==> src/rtl/pipelined_cla_pkg.sv <==
// rtl/pipelined_cla_pkg.sv - shared defaults, flag bundle and chunk-width helper
package pipelined_cla_pkg;

  localparam int DEFAULT_WIDTH  = 32;
  localparam int DEFAULT_STAGES = 4;

  typedef struct packed {
    logic carry_out;
    logic overflow;
    logic zero;
  } cla_flags_t;

  function automatic int chunk_w(input int width, input int stages);
    return width / stages;
  endfunction

endpackage

==> src/rtl/cla_chunk.sv <==
// rtl/cla_chunk.sv - combinational generate/propagate carry-lookahead chunk adder
module cla_chunk #(
  parameter int CW = 8
) (
  input  logic [CW-1:0] a,
  input  logic [CW-1:0] b,
  input  logic          cin,
  output logic [CW-1:0] s,
  output logic          cout,
  output logic          c_msb_in
);

  logic [CW-1:0] p;
  logic [CW-1:0] g;
  logic [CW:0]   c;

  assign p = a ^ b;
  assign g = a & b;

  always_comb begin
    c    = '0;
    c[0] = cin;
    for (int i = 0; i < CW; i++) begin
      c[i+1] = g[i] | (p[i] & c[i]);
    end
  end

  assign s        = p ^ c[CW-1:0];
  assign cout     = c[CW];
  // Carry into the top bit; XOR with cout gives signed overflow.
  assign c_msb_in = c[CW-1];

endmodule

==> src/rtl/pipelined_cla_adder.sv <==
// rtl/pipelined_cla_adder.sv - STAGES-deep pipelined add/subtract with valid/ready and flags
module pipelined_cla_adder
  import pipelined_cla_pkg::*;
#(
  parameter int WIDTH  = DEFAULT_WIDTH,
  parameter int STAGES = DEFAULT_STAGES
) (
  input  logic             clk,
  input  logic             rst_n,
  input  logic             in_valid,
  output logic             in_ready,
  input  logic [WIDTH-1:0] a,
  input  logic [WIDTH-1:0] b,
  input  logic             carry_in,
  input  logic             sub,
  output logic             out_valid,
  input  logic             out_ready,
  output logic [WIDTH-1:0] sum,
  output logic             carry_out,
  output logic             overflow,
  output logic             zero
);

  localparam int CW = chunk_w(WIDTH, STAGES);

  logic adv;

  // Per-stage pipeline registers (index k = output of stage k).
  logic [STAGES-1:0] valid_q;
  logic [STAGES-1:0] sub_q;
  logic              carry_q [STAGES];
  logic [WIDTH-1:0]  opa_q   [STAGES];
  logic [WIDTH-1:0]  opb_q   [STAGES];
  logic [WIDTH-1:0]  sum_q   [STAGES];
  logic [WIDTH-1:0]  sum_d   [STAGES];
  cla_flags_t        flags_q;
  cla_flags_t        flags_d;

  // Inputs seen by stage k: the port side for k=0, the previous register otherwise.
  logic [WIDTH-1:0]  st_a    [STAGES];
  logic [WIDTH-1:0]  st_b    [STAGES];
  logic [WIDTH-1:0]  st_sum  [STAGES];
  logic [STAGES-1:0] st_cin;
  logic [STAGES-1:0] st_sub;
  logic [STAGES-1:0] st_valid;

  logic [CW-1:0]     ch_s    [STAGES];
  logic [STAGES-1:0] ch_cout;
  logic              ch_cmsb [STAGES];

  assign adv      = !out_valid | out_ready;
  assign in_ready = adv;

  for (genvar k = 0; k < STAGES; k++) begin : g_stage
    if (k == 0) begin : g_head
      assign st_a[k]     = a;
      assign st_b[k]     = sub ? ~b : b;
      assign st_cin[k]   = sub ? ~carry_in : carry_in;
      assign st_sum[k]   = '0;
      assign st_sub[k]   = sub;
      assign st_valid[k] = in_valid;
    end else begin : g_body
      assign st_a[k]     = opa_q[k-1];
      assign st_b[k]     = opb_q[k-1];
      assign st_cin[k]   = carry_q[k-1];
      assign st_sum[k]   = sum_q[k-1];
      assign st_sub[k]   = sub_q[k-1];
      assign st_valid[k] = valid_q[k-1];
    end

    cla_chunk #(
      .CW(CW)
    ) u_chunk (
      .a        (st_a[k][k*CW +: CW]),
      .b        (st_b[k][k*CW +: CW]),
      .cin      (st_cin[k]),
      .s        (ch_s[k]),
      .cout     (ch_cout[k]),
      .c_msb_in (ch_cmsb[k])
    );
  end

  always_comb begin
    for (int k = 0; k < STAGES; k++) begin
      sum_d[k]              = st_sum[k];
      sum_d[k][k*CW +: CW]  = ch_s[k];
    end
    // Subtraction runs as a + ~b + ~borrow, so the raw carry is an inverted borrow.
    flags_d.carry_out = st_sub[STAGES-1] ? ~ch_cout[STAGES-1] : ch_cout[STAGES-1];
    flags_d.overflow  = ch_cout[STAGES-1] ^ ch_cmsb[STAGES-1];
    flags_d.zero      = (sum_d[STAGES-1] == '0);
  end

  always_ff @(posedge clk or negedge rst_n) begin
    if (!rst_n) begin
      valid_q <= '0;
      flags_q <= '0;
      for (int k = 0; k < STAGES; k++) begin
        sum_q[k] <= '0;
      end
    end else if (adv) begin
      valid_q <= st_valid;
      flags_q <= flags_d;
      for (int k = 0; k < STAGES; k++) begin
        sum_q[k] <= sum_d[k];
      end
    end
  end

  // Operand skew and carry registers carry no control meaning, so they skip reset.
  always_ff @(posedge clk) begin
    if (adv) begin
      sub_q <= st_sub;
      for (int k = 0; k < STAGES; k++) begin
        opa_q[k]   <= st_a[k];
        opb_q[k]   <= st_b[k];
        carry_q[k] <= ch_cout[k];
      end
    end
  end

  assign out_valid = valid_q[STAGES-1];
  assign sum       = sum_q[STAGES-1];
  assign carry_out = flags_q.carry_out;
  assign overflow  = flags_q.overflow;
  assign zero      = flags_q.zero;

endmodule
==> config.mk <==
export PLATFORM = sky130hd
export DESIGN_NAME = pipelined_cla_adder
export DESIGN_NICKNAME = d
export VERILOG_FILES = /design/src/rtl/pipelined_cla_pkg.sv /design/src/rtl/cla_chunk.sv /design/src/rtl/pipelined_cla_adder.sv
export SDC_FILE = /design/constraint.sdc
export NUM_CORES = 1
export LEC_CHECK = 0
export BUFFER_PORTS_ARGS = -buffer_cell sky130_fd_sc_hd__buf_2
export CAP_MARGIN = 10
export CELL_PAD_IN_SITES_DETAIL_PLACEMENT = 0
export CELL_PAD_IN_SITES_GLOBAL_PLACEMENT = 1
export CORE_ASPECT_RATIO = 0.75
export CORE_UTILIZATION = 46
export DETAILED_ROUTE_END_ITERATION = 16
export HOLD_SLACK_MARGIN = 0.08
export PLACE_DENSITY = 0.85
export SLEW_MARGIN = 15
export SYNTH_ARGS = -nofsm -noshare
export SYNTH_HDL_FRONTEND = slang
export SYNTH_SLANG_ARGS = --single-unit
==> constraint.sdc <==
create_clock -name clk -period 5.75 [get_ports clk]
set_input_delay 1.15 -clock clk [delete_from_list [all_inputs] [get_ports clk]]
set_output_delay 1.15 -clock clk [all_outputs]
set_load 0.1 [all_outputs]
==> results of run 1 <==
## metrics by stage
step	worst slack [ns]	cells	hold WS, ns	utilization	cell area [sq um]
2_1_floorplan	0.5350	563	0.4003	-	7513
3_3_place_gp	0.6432	860	0.4017	0.5130	8190
3_5_place_dp	0.5084	860	0.4045	0.5130	8190
4_1_cts	0.9602	892	0.4181	0.5484	8755
5_1_grt	0.8455	892	0.4261	0.5486	8758
6_report	0.9785	892	0.4161	0.5486	8758
## cell type report
class	instances	area (sq um)
Sequential cell	189	5240
Timing Repair Buffer	110	566.8
Fill cell	1353	7207
Clock inverter	13	131.4
Inverter	29	113.9
Clock buffer	19	432.9
Multi-Input combinational cell	322	2011
Tap cell	210	262.8
## critical path: cells and delay by family
family / cells / cell delay (ns)
adders and majority gates: 8 / 3.39
buffers and inverters: 2 / 0.23
xor gates and xnor gates: 1 / 0.16
and+or+nand+nor: 2 / 0.14
## cell usage after synthesis
cell type | count | area (sq um)
nand2_1 | 216 | 810.8
edfxtp_1 | 102 | 3063
inv_1 | 28 | 105.1
nor4b_1 | 1 | 8.760
xor2_1 | 25 | 219.0
buf_4 | 6 | 45.04
inv_4 | 1 | 6.260
buf_6 | 5 | 56.30
a21oi_2 | 12 | 105.1
nand2b_1 | 1 | 6.260
nor4_1 | 7 | 43.79
nand4_1 | 2 | 12.51
o31ai_1 | 1 | 7.510
nor2b_2 | 1 | 8.760
dfrtp_1 | 87 | 2177
buf_2 | 8 | 40.04
xnor2_1 | 10 | 87.58
o21ai_0 | 2 | 10.01
fa_1 | 32 | 640.6
clkbuf_1 | 4 | 15.01
nor2_1 | 12 | 45.04
## routing by layer
metal / GRT usage / vias up
met3: 0.03699 / 19
met4: 0.07279 / 0
li1: - / 2016
met5: 0 / -
met1: 0.2257 / 1981
met2: 0.2410 / 85
## path summary, 6_finish.rpt
path,startpoint,endpoint,slack (ns),depth (start not counted)
max,sub,st_sum[71],0.98,13
min,opb_q[1][29],opb_q[2][29],0.42,0
max reg2reg,carry_q[2],zero,1.31,13
min reg2reg,opb_q[1][29],opb_q[2][29],0.42,0
max in group asynchronous,rst_n,st_sum[66],4.44,1
min in group asynchronous,rst_n,sum[11],0.78,1
## sequential cells by signal (all words and copies together) (netlist names)
register / count
opa_q: 48
carry_out: 1
valid_q: 4
carry_q: 3
overflow: 1
st_sum: 48
opb_q: 48
zero: 1
sum: 32
sub_q: 3
## kinds of logic after synthesis
| kind of cell | Yosys count | share of synthesized area |
|---|---|---|
| AO/OA/AOI/OAI | 15 | 0.01632 |
| XOR/XNOR | 35 | 0.04080 |
| adder cells (fa/ha/maj) | 32 | 0.08526 |
| buffers and inverters | 52 | 0.03564 |
| flip-flops | 189 | 0.6974 |
| AND/OR/NAND/NOR | 240 | 0.1246 |
## report_power, final
group	internal, W	leakage [nW]	switching [W]	total (W)
Clock	0.000609	0.282	0.000509	0.00112
Combinational	0.000484	1.65	0.00160	0.00208
Sequential	0.00202	2.08	0.000275	0.00229
Total	0.00311	4.01	0.00238	0.00549
==> key figures, run 1 <==
Outcome
  – Status: completed

Synth
  – Synth Area per Inst: 13.35 sq um
  – Synthesized net count: 665
  – Synth unique cells: 21
  – Syn. warnings: 0
  – Mapped Area: 7513 sq um
  – Seq/Total Area, Yosys: 0.6974
  – Post-Synthesis Cells: 563
  – Flops & latches, synth: 189

Global routing
  – Total GRT Usage: 0.1612
  – Largest net degree at the start of global routing: 93
  – Vias in the first global route: 4139
  – Initial antenna violation count: 1
  – First-pass GRT wire length: 20.23 mm
  – Grt total ovfl: 0

Placed design
  – Port Buf Inserts: 106
  – Post-DP HPWL: 8.518 mm
  – Final GP Congestion: 0.8105

Worst setup path
  – CP arrival: 5.09 ns
  – Data required time of the critical path: 6.07 ns
  – CP max-delay cell: fa_1
  – Top cell by count, worst path: fa_1
  – Critical path capture point type: flop
  – Crit Path Class: in -> reg
  – Crit path max fanout: 5
  – CP max stage delay: 0.44 ns
  – Worst setup SP type: primary input
  – Cells along the critical path: buf_2 > xnor2_1 > fa_1 > fa_1 > fa_1 > fa_1 > fa_1 > fa_1 > fa_1 > inv_1 > fa_1 > nand2_1 > nand2_1

Power
  – Power per cell area: 626.9 nW/um^2
  – P_leak: 4.005 nW
  – Power, Total: 0.005491 W
  – Peak supply drop: 389.6 uV

Timing
  – Setup-failing EPs final: 0
  – Endpoints failing hold: 0
  – Worst Skew: 0.01347 ns
  – Total Neg Setup Slack: 0 ns
  – Fin. max-slew vios: 0
  – RSZ-0062 raised after global routing: false
  – Tcrit/Tclk final: 0.8298
  – Slew HR: 0.3528
  – Fin crit period: 4.772 ns
  – Least-Margin Pin Slew: 0.9707 ns
  – Fmax: 0.2096 GHz

Finish
  – N_diodes: 0
  – Commonest non-fill, non-tap cell in the layout: nand2_1
  – Fin nets: 771
  – Share of layout cells above drive strength 1: 0.2258
  – Most frequent cells in the layout: nand2_1 (216), buf_2 (105), edfxtp_1 (102)
  – Area growth syn-to-layout: 16.57%

Drt
  – Metal2 WL: 5.684 mm
  – Met1 WL: 5.913 mm
  – Vias: 4101
  – Antenna Nets Post-Route: 0
  – DR DRC count: 0
  – DR pass1 iterations: 4
  – Post-Route WL: 12.31 mm
  – Max layer used: met4
  – DR WL/cell: 13.80 um
  – Vias/cell: 4.598
  – DRT iter0 DRCs: 226
  – Met3 WL: 457 um

Clock network
  – TritonCTS clock tree: done
  – CTS Sinks: 189
  – Post-CTS Hold Buffers: 0
  – Clock transition at the registers of the reported paths: 0.07 ns
  – Clock Path Buffers: 2
  – CTS H-tree depth: 4
  – Inserted Clock Buffers: 17
  – Root buffer cell: clkbuf_16
  – CTS resizes: 0
  – Clock Latency Late Sink: 0.43 ns
  – Setup Buffers After CTS: 0

Die
  – Core Region: 15970 sq um
  – Die Width: 149.6 um
  – Die area: 16850 sq um
  – Initial Util: 0.4706
  – IO Count: 107
  – FP Rows: 40
  – Die Ht: 112.7 um

Min path
  – HP Class: reg -> reg

Job
  – Max-cap violations: 0
(Power assumes the default switching activity.)
==> run 2: changes to the inputs <==
CORE_UTILIZATION = 42   (was 46)
PLACE_DENSITY = 0.82   (was 0.85)
clock period = 4.2 ns   (was 5.75 ns; I/O delays follow)
==> key figures, run 2 (synthesized netlist as in run 1, its figures left out) <==
Outcome
  – Status: completed

Placed design
  – # placed instances: 888
  – Post-DP HPWL: 9.105 mm
  – Final GP Congestion: 0.7482
  – Post-Place Cell Area: 8274 sq um
  – Pre-CTS WS: -0.3439 ns
  – Port Buf Inserts: 106

Timing
  – Setup ws final: 0.1176 ns
  – Fin crit period: 4.082 ns
  – RSZ-0062 raised after global routing: false
  – Endpoints failing hold: 0
  – Fin. max-slew vios: 0
  – Tcrit/Tclk final: 0.9720
  – Least-Margin Pin Slew: 0.8838 ns
  – Setup-failing EPs final: 0
  – Slew HR: 0.4108
  – Fmax: 0.2450 GHz
  – Worst Skew: 0.01797 ns
  – Total Neg Setup Slack: 0 ns

Finish
  – Commonest non-fill, non-tap cell in the layout: nand2_1
  – Multi-input gate area in the final layout: 2068 sq um
  – Fin nets: 773
  – FF/Latch Area: 5240 sq um
  – Non-Filler Instances: 920
  – Most frequent cells in the layout: nand2_1 (216), buf_2 (105), edfxtp_1 (102)
  – Share of layout cells above drive strength 1: 0.2500
  – Area growth syn-to-layout: 17.97%
  – Filler instances: 1496
  – Fin area: 8864 sq um
  – N_diodes: 0

Die
  – Die Width: 156.4 um
  – Core Region: 17130 sq um
  – Initial Util: 0.4385
  – Die area: 18430 sq um
  – Die Ht: 117.8 um
  – FP Rows: 41
  – IO Count: 107

Drt
  – Vias/cell: 4.412
  – DR WL/cell: 14.29 um
  – DR DRC count: 0
  – Vias: 4059
  – DR pass1 iterations: 4
  – DRT iter0 DRCs: 228
  – Antenna Nets Post-Route: 0
  – Post-Route WL: 13.15 mm

Power
  – Power per cell area: 848.9 nW/um^2
  – P_leak: 3.997 nW
  – Sw frac: 0.4322
  – Combinational power share: 0.381
  – Net Switching: 0.003252 W
  – Seq pwr share: 0.416
  – Peak supply drop: 461.6 uV
  – Pint: 0.004272 W
  – Clock power frac: 0.203

Global routing
  – Initial antenna violation count: 0
  – Total GRT Usage: 0.1577
  – Largest net degree at the start of global routing: 88
  – Vias in the first global route: 4300
  – First-pass GRT wire length: 21.74 mm
  – Grt total ovfl: 0

Worst setup path
  – Crit Path Class: in -> reg
  – Critical path capture point type: flop
  – Data required time of the critical path: 4.51 ns
  – Crit path from: sub
  – Reg2reg end: zero
  – Worst r2r path cells: 13
  – Crit path max fanout: 3
  – FF-to-FF Start: carry_q[2]
  – Worst setup SP type: primary input
  – CP arrival: 4.39 ns
  – Reg2reg setup slack: 0.19 ns

Clock network
  – Clock transition at the registers of the reported paths: 0.07 ns
  – Clock Latency Late Sink: 0.43 ns
  – CTS Sinks: 189
  – Root buffer cell: clkbuf_16
  – CTS H-tree depth: 4
  – Post-CTS Hold Buffers: 0
  – Clock Path Buffers: 2
  – TritonCTS clock tree: done
  – Inserted Clock Buffers: 17

Min path
  – Worst Hold End: opb_q[2][28]
  – HP Class: reg -> reg
  – Hold path cells: 0
  – Min-delay src: opb_q[1][28]

Job
  – Max-cap violations: 0
## run 2: cell count changes in the layout (fill, tap and decap cells not counted), moves of 2 or more
cell        change
fa_1           -13
fa_2           +13
buf_4           +2
clkinvlp_4      +3
clkinv_2        -2
## run 2: worst max-delay path: stages
cell and delay [ns]:
buf_2 0.15, xnor2_4 0.15, fa_2 0.37, fa_2 0.37
fa_2 0.41, fa_2 0.38, fa_2 0.37, fa_2 0.37
fa_2 0.35, inv_1 0.08, fa_1 0.42, nand2_1 0.07
nand2_1 0.06
## run 2: how the worst max path moves through the flow
stage / end / slack, ns / cells past startpoint
after detailed placement: st_sum[71] / -0.34 / 13
after CTS: zero / 0.04 / 13
after global placement: st_sum[71] / -0.29 / 13
after global routing: st_sum[71] / 0.02 / 13
final: st_sum[71] / 0.12 / 13
after floorplan: st_sum[71] / -0.28 / 14
## run 2: area by class of cell
type | instances | area share
repair buffers | 112 | 0.06564
inverters | 29 | 0.01285
multi-input cells | 322 | 0.2333
well taps | 236 | 0.03331
flip-flops and latches | 189 | 0.5912
clock buffers | 18 | 0.04842
clock inverters | 14 | 0.01525
## run 2: per-stage QoR
step | hold slack [ns] | power, W | utilization
2_1_floorplan | 0.4003 | 0.005411 | -
3_3_place_gp | 0.4005 | 0.005951 | 0.4829
3_5_place_dp | 0.4045 | 0.006056 | 0.4829
4_1_cts | 0.4208 | 0.007614 | 0.5167
5_1_grt | 0.4250 | 0.008006 | 0.5173
6_report | 0.4215 | 0.007525 | 0.5173
## run 2: repair_timing
item / CTS / global route
resized for setup: 4 / 3
setup endpoints to repair: 1 / 1
setup buffers: 0 / 0
pin swaps: 2 / 2
## run 2: power by group through the flow
stage / logic, W / clock network [W] / registers [W]
floorplan: 0.00112 / 0 / 0.00429
global placement: 0.00281 / 0 / 0.00314
detailed placement: 0.00288 / 0 / 0.00318
CTS: 0.00290 / 0.00157 / 0.00314
global route: 0.00314 / 0.00164 / 0.00322
finish: 0.00286 / 0.00153 / 0.00313
## run 2: metal layers
layer / track usage / up-vias / routed length (um) / part of all wire
met5: 0 / - / 0 / 0
met4: 0.04963 / 0 / 129 / 0.0098
met3: 0.04234 / 9 / 515 / 0.039
met2: 0.2517 / 70 / 6460 / 0.49
met1: 0.2102 / 1966 / 6044 / 0.46
li1: - / 2014 / - / -
